[config.mk]
export PLATFORM = sky130hd
export DESIGN_NAME = mul_pipe_flat
export DESIGN_NICKNAME = d
export VERILOG_FILES = /design/src/rtl/mul_pipe_pkg.sv /design/src/rtl/mul_pipe_if.sv /design/src/rtl/mul_pipe_reg.sv /design/src/rtl/mul_pipe.sv /design/src/flat_wrapper.sv
export SDC_FILE = /design/constraint.sdc
export NUM_CORES = 2
export LEC_CHECK = 0
export ABC_AREA = 1
export CORE_AREA = 2 2 301 303
export CTS_BUF_LIST = sky130_fd_sc_hd__clkbuf_8
export DETAILED_ROUTE_END_ITERATION = 10
export DIE_AREA = 0 0 303 305
export MAX_ROUTING_LAYER = met4
export PLACE_DENSITY = 0.85
export SYNTH_ARGS = -nofsm -noshare
export SYNTH_HDL_FRONTEND = slang
export SYNTH_SLANG_ARGS = --single-unit
[constraint.sdc]
create_clock -name clk -period 6.9 [get_ports clk]
set_input_delay 1.035 -clock clk [delete_from_list [all_inputs] [get_ports clk]]
set_output_delay 1.035 -clock clk [all_outputs]
set_load 0.005 [all_outputs]
[src/rtl/mul_pipe_pkg.sv]
// -----------------------------------------------------------------------------
// mul_pipe_pkg
//   Shared definitions for the pipelined EXEC-stage multiplier:
//   - R-type opcode and the four multiply function codes
//   - 2-bit multiply mode encoding
//   - decode result struct and small mode-property helpers
// -----------------------------------------------------------------------------
package mul_pipe_pkg;

    localparam logic [5:0] OP_RTYPE = 6'h00;

    localparam logic [5:0] FN_MUL   = 6'h18;
    localparam logic [5:0] FN_MULU  = 6'h19;
    localparam logic [5:0] FN_MULH  = 6'h1C;
    localparam logic [5:0] FN_MULHU = 6'h1D;

    typedef enum logic [1:0] {
        MUL_MODE_MUL   = 2'd0,  // signed,   low half
        MUL_MODE_MULU  = 2'd1,  // unsigned, low half
        MUL_MODE_MULH  = 2'd2,  // signed,   high half
        MUL_MODE_MULHU = 2'd3   // unsigned, high half
    } mul_mode_e;

    typedef struct packed {
        logic      ok;
        mul_mode_e mode;
    } mul_dec_t;

    function automatic logic mode_is_signed(input mul_mode_e m);
        return (m == MUL_MODE_MUL) || (m == MUL_MODE_MULH);
    endfunction

    function automatic logic mode_is_high(input mul_mode_e m);
        return (m == MUL_MODE_MULH) || (m == MUL_MODE_MULHU);
    endfunction

endpackage

[src/rtl/mul_pipe_if.sv]
// -----------------------------------------------------------------------------
// mul_pipe_if
//   Issue/retire bundle between the EXEC stage / hazard unit and mul_pipe.
//   master : issuing side (drives op, operands, stall, flush)
//   slave  : the multiplier (drives result, flags, destination, busy)
//   Inputs : valid_in, stall, flush, regwrite_in, wreg_in, opcode,
//            funct_code, src1, src2
//   Outputs: valid_out, regwrite_out, dst_reg, result, zero, overflow, busy
// -----------------------------------------------------------------------------
interface mul_pipe_if #(
    parameter int WIDTH  = 32,
    parameter int ADDR_W = 5
);
    logic              valid_in;
    logic              stall;
    logic              flush;
    logic              regwrite_in;
    logic [ADDR_W-1:0] wreg_in;
    logic [5:0]        opcode;
    logic [5:0]        funct_code;
    logic [WIDTH-1:0]  src1;
    logic [WIDTH-1:0]  src2;

    logic              valid_out;
    logic              regwrite_out;
    logic [ADDR_W-1:0] dst_reg;
    logic [WIDTH-1:0]  result;
    logic              zero;
    logic              overflow;
    logic              busy;

    modport master (
        output valid_in, stall, flush, regwrite_in, wreg_in, opcode, funct_code, src1, src2,
        input  valid_out, regwrite_out, dst_reg, result, zero, overflow, busy
    );

    modport slave (
        input  valid_in, stall, flush, regwrite_in, wreg_in, opcode, funct_code, src1, src2,
        output valid_out, regwrite_out, dst_reg, result, zero, overflow, busy
    );
endinterface

[src/rtl/mul_pipe_reg.sv]
// -----------------------------------------------------------------------------
// mul_pipe_reg
//   One pipeline stage: a valid bit plus a W-bit payload.
//   clk, rst  : clock, asynchronous active-high reset (clears valid and payload)
//   en_i      : advance enable (low = hold everything)
//   clr_i     : kill the stage valid; takes priority over en_i
//   vld_i     : incoming valid
//   data_i    : incoming payload
//   vld_o     : stage valid
//   data_o    : stage payload
//   The payload only loads with a valid op, so an empty stage keeps the last
//   real payload, which keeps don't-care outputs deterministic.
// -----------------------------------------------------------------------------
module mul_pipe_reg #(
    parameter int W = 8
) (
    input  logic         clk,
    input  logic         rst,
    input  logic         en_i,
    input  logic         clr_i,
    input  logic         vld_i,
    input  logic [W-1:0] data_i,
    output logic         vld_o,
    output logic [W-1:0] data_o
);
    logic         vld_q, vld_d;
    logic [W-1:0] data_q, data_d;

    always_comb begin
        vld_d  = vld_q;
        data_d = data_q;
        if (clr_i) begin
            vld_d = 1'b0;
        end else if (en_i) begin
            vld_d = vld_i;
            if (vld_i) begin
                data_d = data_i;
            end
        end
    end

    always_ff @(posedge clk or posedge rst) begin
        if (rst) begin
            vld_q  <= 1'b0;
            data_q <= '0;
        end else begin
            vld_q  <= vld_d;
            data_q <= data_d;
        end
    end

    assign vld_o  = vld_q;
    assign data_o = data_q;
endmodule

[src/rtl/mul_pipe.sv]
// -----------------------------------------------------------------------------
// mul_pipe
//   Pipelined WIDTH x WIDTH integer multiplier (MUL/MULU/MULH/MULHU).
//   An op accepted at clock edge N is presented on the outputs after edge
//   N+STAGES-1. Throughput one op per cycle.
//   Parameters: WIDTH (even), ADDR_W, STAGES (2..8).
//   Ports:
//     clk    : clock, rising edge
//     reset  : asynchronous active-high reset, drops every in-flight op
//     mp     : mul_pipe_if.slave bundle (op in, stall/flush, result out)
//   Stage map:
//     S1 : decode, extend operands, two registered partial products
//     S2 : registered full product; result select and flags are
//          combinational on this register
//     S3..STAGES : delay registers for the selected result and flags
// -----------------------------------------------------------------------------
module mul_pipe
    import mul_pipe_pkg::*;
#(
    parameter int WIDTH  = 32,
    parameter int ADDR_W = 5,
    parameter int STAGES = 3
) (
    input  logic        clk,
    input  logic        reset,
    mul_pipe_if.slave   mp
);
    localparam int H    = WIDTH / 2;
    localparam int PW   = WIDTH + H + 2;       // (WIDTH+1) x (H+1) signed product
    localparam int SW   = 2 * WIDTH + 2;       // sum width before truncation
    localparam int S1_W = 3 + ADDR_W + 2 * PW; // mode, rw, wreg, p_hi, p_lo
    localparam int S2_W = 4 + ADDR_W + 2 * WIDTH; // loaded, mode, rw, wreg, prod
    localparam int D_W  = 3 + ADDR_W + WIDTH;  // rw, wreg, result, zero, ovf

    function automatic mul_dec_t decode(input logic [5:0] op, input logic [5:0] fn);
        mul_dec_t d;
        d.ok   = 1'b0;
        d.mode = MUL_MODE_MUL;
        if (op == OP_RTYPE) begin
            case (fn)
                FN_MUL:   begin d.ok = 1'b1; d.mode = MUL_MODE_MUL;   end
                FN_MULU:  begin d.ok = 1'b1; d.mode = MUL_MODE_MULU;  end
                FN_MULH:  begin d.ok = 1'b1; d.mode = MUL_MODE_MULH;  end
                FN_MULHU: begin d.ok = 1'b1; d.mode = MUL_MODE_MULHU; end
                default:  ;
            endcase
        end
        return d;
    endfunction

    logic en, clr;
    assign en  = ~mp.stall;
    assign clr = mp.flush;

    // ---- S1: decode, operand extension, partial products ----
    mul_dec_t              dec;
    logic                  sgn;
    logic signed [PW-1:0]  a_w, blo_w, bhi_w;
    logic signed [PW-1:0]  p_lo_s1, p_hi_s1;

    assign dec = decode(mp.opcode, mp.funct_code);
    assign sgn = mode_is_signed(dec.mode);

    // Operands widened straight to PW: same value as the WIDTH+1 extension.
    // The low half of b is always unsigned; only the upper half carries sign.
    assign a_w   = {{(PW-WIDTH){sgn & mp.src1[WIDTH-1]}}, mp.src1};
    assign blo_w = {{(PW-H){1'b0}}, mp.src2[H-1:0]};
    assign bhi_w = {{(PW-H){sgn & mp.src2[WIDTH-1]}}, mp.src2[WIDTH-1:H]};

    assign p_lo_s1 = a_w * blo_w;
    assign p_hi_s1 = a_w * bhi_w;

    logic             vld_p1;
    logic [S1_W-1:0]  s1_q;

    mul_pipe_reg #(.W(S1_W)) u_s1 (
        .clk    (clk),
        .rst    (reset),
        .en_i   (en),
        .clr_i  (clr),
        .vld_i  (mp.valid_in & dec.ok),
        .data_i ({dec.mode, mp.regwrite_in, mp.wreg_in, p_hi_s1, p_lo_s1}),
        .vld_o  (vld_p1),
        .data_o (s1_q)
    );

    // ---- S2: recombine partial products into the full product ----
    mul_mode_e             mode_p1;
    logic                  rw_p1;
    logic [ADDR_W-1:0]     wreg_p1;
    logic signed [PW-1:0]  p_lo_p1, p_hi_p1;
    logic signed [SW-1:0]  sum_s2;
    logic [2*WIDTH-1:0]    prod_s2;

    assign mode_p1 = mul_mode_e'(s1_q[S1_W-1 -: 2]);
    assign rw_p1   = s1_q[S1_W-3];
    assign wreg_p1 = s1_q[2*PW +: ADDR_W];
    assign p_hi_p1 = s1_q[PW +: PW];
    assign p_lo_p1 = s1_q[0 +: PW];

    assign sum_s2  = {{(SW-PW){p_lo_p1[PW-1]}}, p_lo_p1}
                   + ({{(SW-PW){p_hi_p1[PW-1]}}, p_hi_p1} <<< H);
    assign prod_s2 = sum_s2[2*WIDTH-1:0];

    logic             vld_p2;
    logic [S2_W-1:0]  s2_q;

    // The leading 1 marks that S2 has held a real product since reset, so
    // the zero flag reads 0 out of reset instead of flagging the cleared product.
    mul_pipe_reg #(.W(S2_W)) u_s2 (
        .clk    (clk),
        .rst    (reset),
        .en_i   (en),
        .clr_i  (clr),
        .vld_i  (vld_p1),
        .data_i ({1'b1, mode_p1, rw_p1, wreg_p1, prod_s2}),
        .vld_o  (vld_p2),
        .data_o (s2_q)
    );

    // ---- S2 output side: half select and flags ----
    logic               ld_p2;
    mul_mode_e          mode_p2;
    logic               rw_p2;
    logic [ADDR_W-1:0]  wreg_p2;
    logic [2*WIDTH-1:0] prod_p2;
    logic [WIDTH-1:0]   hi_p2, lo_p2, res_sel;
    logic               zero_sel, ovf_sel;

    assign ld_p2   = s2_q[S2_W-1];
    assign mode_p2 = mul_mode_e'(s2_q[S2_W-2 -: 2]);
    assign rw_p2   = s2_q[2*WIDTH+ADDR_W];
    assign wreg_p2 = s2_q[2*WIDTH +: ADDR_W];
    assign prod_p2 = s2_q[0 +: 2*WIDTH];
    assign hi_p2   = prod_p2[2*WIDTH-1:WIDTH];
    assign lo_p2   = prod_p2[WIDTH-1:0];

    assign res_sel  = mode_is_high(mode_p2) ? hi_p2 : lo_p2;
    assign zero_sel = ld_p2 & (res_sel == '0);

    always_comb begin
        ovf_sel = 1'b0;
        case (mode_p2)
            MUL_MODE_MUL:  ovf_sel = (hi_p2 != {WIDTH{lo_p2[WIDTH-1]}});
            MUL_MODE_MULU: ovf_sel = (hi_p2 != '0);
            default:       ovf_sel = 1'b0;
        endcase
    end

    // ---- S3..STAGES: delay registers ----
    logic [STAGES:2]            dly_vld;
    logic [STAGES:2][D_W-1:0]   dly_data;

    assign dly_vld[2]  = vld_p2;
    assign dly_data[2] = {rw_p2, wreg_p2, res_sel, zero_sel, ovf_sel};

    for (genvar k = 3; k <= STAGES; k++) begin : g_dly
        mul_pipe_reg #(.W(D_W)) u_dly (
            .clk    (clk),
            .rst    (reset),
            .en_i   (en),
            .clr_i  (clr),
            .vld_i  (dly_vld[k-1]),
            .data_i (dly_data[k-1]),
            .vld_o  (dly_vld[k]),
            .data_o (dly_data[k])
        );
    end

    // ---- Outputs ----
    logic rw_out;

    assign {rw_out, mp.dst_reg, mp.result, mp.zero, mp.overflow} = dly_data[STAGES];
    assign mp.valid_out    = dly_vld[STAGES];
    assign mp.regwrite_out = rw_out & dly_vld[STAGES];
    assign mp.busy         = |{dly_vld, vld_p1};
endmodule

[src/flat_wrapper.sv]
// flat-port wrapper written by rule: the top's interface ports become plain ports
module mul_pipe_flat import mul_pipe_pkg::*;
#(
    parameter int WIDTH  = 32,
    parameter int ADDR_W = 5,
    parameter int STAGES = 3
)
  (clk, reset, mp_valid_in, mp_stall, mp_flush, mp_regwrite_in, mp_wreg_in, mp_opcode, mp_funct_code, mp_src1, mp_src2, mp_valid_out, mp_regwrite_out, mp_dst_reg, mp_result, mp_zero, mp_overflow, mp_busy);
  mul_pipe_if #(.WIDTH(WIDTH), .ADDR_W(ADDR_W)) mp_i ();
  input  logic clk;
  input  logic reset;
  input wire logic [$bits(mp_i.valid_in)-1:0] mp_valid_in;
  input wire logic [$bits(mp_i.stall)-1:0] mp_stall;
  input wire logic [$bits(mp_i.flush)-1:0] mp_flush;
  input wire logic [$bits(mp_i.regwrite_in)-1:0] mp_regwrite_in;
  input wire logic [$bits(mp_i.wreg_in)-1:0] mp_wreg_in;
  input wire logic [$bits(mp_i.opcode)-1:0] mp_opcode;
  input wire logic [$bits(mp_i.funct_code)-1:0] mp_funct_code;
  input wire logic [$bits(mp_i.src1)-1:0] mp_src1;
  input wire logic [$bits(mp_i.src2)-1:0] mp_src2;
  output wire logic [$bits(mp_i.valid_out)-1:0] mp_valid_out;
  output wire logic [$bits(mp_i.regwrite_out)-1:0] mp_regwrite_out;
  output wire logic [$bits(mp_i.dst_reg)-1:0] mp_dst_reg;
  output wire logic [$bits(mp_i.result)-1:0] mp_result;
  output wire logic [$bits(mp_i.zero)-1:0] mp_zero;
  output wire logic [$bits(mp_i.overflow)-1:0] mp_overflow;
  output wire logic [$bits(mp_i.busy)-1:0] mp_busy;
  assign mp_i.valid_in = mp_valid_in;
  assign mp_i.stall = mp_stall;
  assign mp_i.flush = mp_flush;
  assign mp_i.regwrite_in = mp_regwrite_in;
  assign mp_i.wreg_in = mp_wreg_in;
  assign mp_i.opcode = mp_opcode;
  assign mp_i.funct_code = mp_funct_code;
  assign mp_i.src1 = mp_src1;
  assign mp_i.src2 = mp_src2;
  assign mp_valid_out = mp_i.valid_out;
  assign mp_regwrite_out = mp_i.regwrite_out;
  assign mp_dst_reg = mp_i.dst_reg;
  assign mp_result = mp_i.result;
  assign mp_zero = mp_i.zero;
  assign mp_overflow = mp_i.overflow;
  assign mp_busy = mp_i.busy;
  mul_pipe #(.WIDTH(WIDTH), .ADDR_W(ADDR_W), .STAGES(STAGES)) u_core (.clk(clk), .reset(reset), .mp(mp_i));
endmodule
==> results.yml <==
status:
  outcome: "complete, but fails checks"
  violations: "design-rule violations"
die:
  row_count: 110
  coreArea_um2: 89300
  dieArea_um2: 92400
  start_util_pct: 59.3
  fp.dieW_um: 303
  die_height_um: 305
  io_pins: 129
cts:
  insertion_delay_ps: 610
  holdBufCountCts: 0
  cts.sinks: 222
  htree_levels: 2
  clockBufferDepth: 3
  cts_tree: "done"
  cts_buffers: 38
  clock-root-buffer: "clkbuf_8"
  clkTransAtPathRegs_ps: 60
synth:
  yosysTopAreaCellShare_pct: 38.8
  synthArstFlopShare_pct: 100
  syn-num-nets: 8686
  syn_avg_cell_area_um2: 7.26
  yosysMostFrequentCell: "nand2_1"
  yosysWarnings: 0
  post_synth_num_cell_types: 44
  synth-edff-count: 0
  synthTopCellsByArea: "fa_1 (39%), nand2_1 (16%), inv_1 (14%)"
  synthCells: 7293
  synth.cell_area_um2: 53000
  yosys.area.top_type: "fa_1"
  ys_top_cells_by_count: "nand2_1 (2281), inv_1 (1973), fa_1 (1026)"
  ys_seq_elements: 222
  yosysSeqAreaShare_pct: 10.5
  ys.flop_type: "dfrtp_1"
timing:
  final-setup-viol-count: 0
  worstMarginPinSlew_ps: 1120
  period_needed_ps: 6780
  fin_crit_sh_pct: 98.2
  fin_skew_ps: 46.8
  max_slew_margin_pct: 24.8
  hold_viol_final: 0
  rsz0062_at_grt: "true"
  max_freq_ghz: 0.148
  slew_violations: 0
hold_path:
  holdPathEnd: "u_core.u_s2.data_o[8]"
  min_path_cells: 2
  hold_start: "u_core.u_s1.data_o[8]"
  hp-class: "register to register"
worst_setup_path:
  crit_path_end_kind: "register"
  critical_path.most_common_cell: "fa_1"
  crit_required_ps: 7370
  crit_slowest_cell: "fa_1"
  worst_r2r_startpoint: "u_core.u_s1.data_o[50]"
  r2r_end: "u_core.u_s2.data_o[46]"
  rrSetupSlack_ps: 3720
  critical_path.startpoint_type: "input port"
  cp_max_fo: 4
  critPathMaxStageDelay_ps: 570
  critPathArrivalTime_ps: 7250
  crit_type: "input port to register"
  r2r_cells: 15
run:
  cap_violations: 0
route:
  wl_per_cell_um: 18.6
  vias: 47500
  ant_nets: 0
  post-route-drc-count: 16
  post_drt_via_cell_ratio: 5.38
  drt_iter0_markers: 4358
  wirelength_mm: 164
  first_pass_iters: 11
global_route:
  grt_pass1_wl_mm: 265
  grt-ovfl-total: 0
  grt_max_degree: 108
  grt_pass1_vias: 50300
  antenna_found_initial: 2
  grt_use_total_pct: 37.9
final_layout:
  nets: 9021
  areaGrowthSynthToFinish_pct: 14.4
  utilization_pct: 67.9
  drive_above_1_share_pct: 10.2
place:
  routabilityCongestion: 1.03
  post-dp-hpwl_mm: 138
  port-buffer-count: 128
[kinds of logic (layout without fill, tap and decap cells)]
family	after synthesis	after routing	synth area share, %
other	0	1	0
adder cells (fa/ha/maj)	1306	1306	45.4
XOR/XNOR	31	31	0.513
multiplexers	3	3	0.0567
flip-flops	222	222	10.5
AND/OR/NAND/NOR	2980	2980	22.4
buffers and inverters	2308	2669	16.7
AO/OA/AOI/OAI	443	443	4.39
[flip-flops by register name, indices dropped and copies added (netlist names)]
name,flops
u_core.g_dly.u_dly.vld_o,1
u_core.u_s1.data_o,106
u_core.u_s1.vld_o,1
u_core.u_s2.vld_o,1
u_core.u_s2.data_o,73
u_core.g_dly.u_dly.data_o,40
[cell type report]
class                      instances  area [um2]
antenna                            1        2.50
multi-input combinational       4763       39400
timing repair buffer             627        5900
clock inverter                    22         214
inverter                        1976        7430
clock buffer                      44         606
tap                             1176        1470
sequential                       222        5560
fill                            7230       28700
[metal layers]
metal / vias to the layer above / track usage [%] / part of all wire (%)
met2: 2394 / 59.0 / 46
met3: 486 / 5.94 / 9.0
met5: - / - / 0
li1: 21600 / - / -
met4: 0 / 17.0 / 5.3
met1: 23000 / 49.0 / 39
[layout by cell type (no fill, tap or decap), types with 11 or more instances in the layout]
cell type        count
nor3_1              18
fa_1              1014
buf_12              66
nor2_2              29
nor2_1             265
a31oi_1             21
a21oi_2             21
dfrtp_1            222
nand2_2             41
clkdlybuf4s50_1    120
nand4_1             65
fa_2                12
inv_2               21
inv_1             1956
xor2_1              20
nand2_1           2231
nand3b_1            12
ha_4                22
a21oi_1            157
o21bai_1            14
xnor2_1             11
buf_4              423
nand3_1            244
ha_1               254
o21ai_0            196
or2_2               15
clkbuf_8            44
nor4_1              14
[worst max-delay path, delay by kind of cell]
kind                       cells  cell delay, ps
adders and majority gates      7            3460
AOI/OAI and AO/OA              1             110
and+or+nand+nor               13            1590
buffers and inverters         10            1050
[per-stage QoR]
stage | setup slack (ps) | cells | hold slack, ps | cell area [um2] | setup TNS, ps
2_1_floorplan | 97.4 | 7293 | 437 | 53000 | 0
3_3_place_gp | -926 | 8752 | 457 | 58800 | -26570
3_5_place_dp | -1060 | 8752 | 466 | 58800 | -32720
4_1_cts | 18.9 | 8821 | 481 | 59900 | 0
5_1_grt | -88.2 | 8831 | 502 | 60600 | -170
6_report | 124 | 8831 | 481 | 60600 | 0
[what timing repair did]
item,CTS,global route
cloned,0,1
resized for setup,70,194
setup buffers,3,8
setup endpoints to repair,28,42
pin swaps,20,86
[how the worst max path moves through the flow]
stage,from,endpoint
final,mp_opcode[0],u_core.u_s1.data_o[94]
after global routing,mp_funct_code[5],u_core.u_s1.data_o[96]
after CTS,mp_funct_code[3],u_core.u_s1.data_o[86]
after detailed placement,mp_opcode[3],u_core.u_s1.data_o[96]
after global placement,mp_opcode[3],u_core.u_s1.data_o[47]
after floorplan,mp_opcode[3],u_core.u_s1.data_o[47]
Power is not shown: default switching activity piles up to over one toggle a cycle in this logic, so the estimate is an artifact.
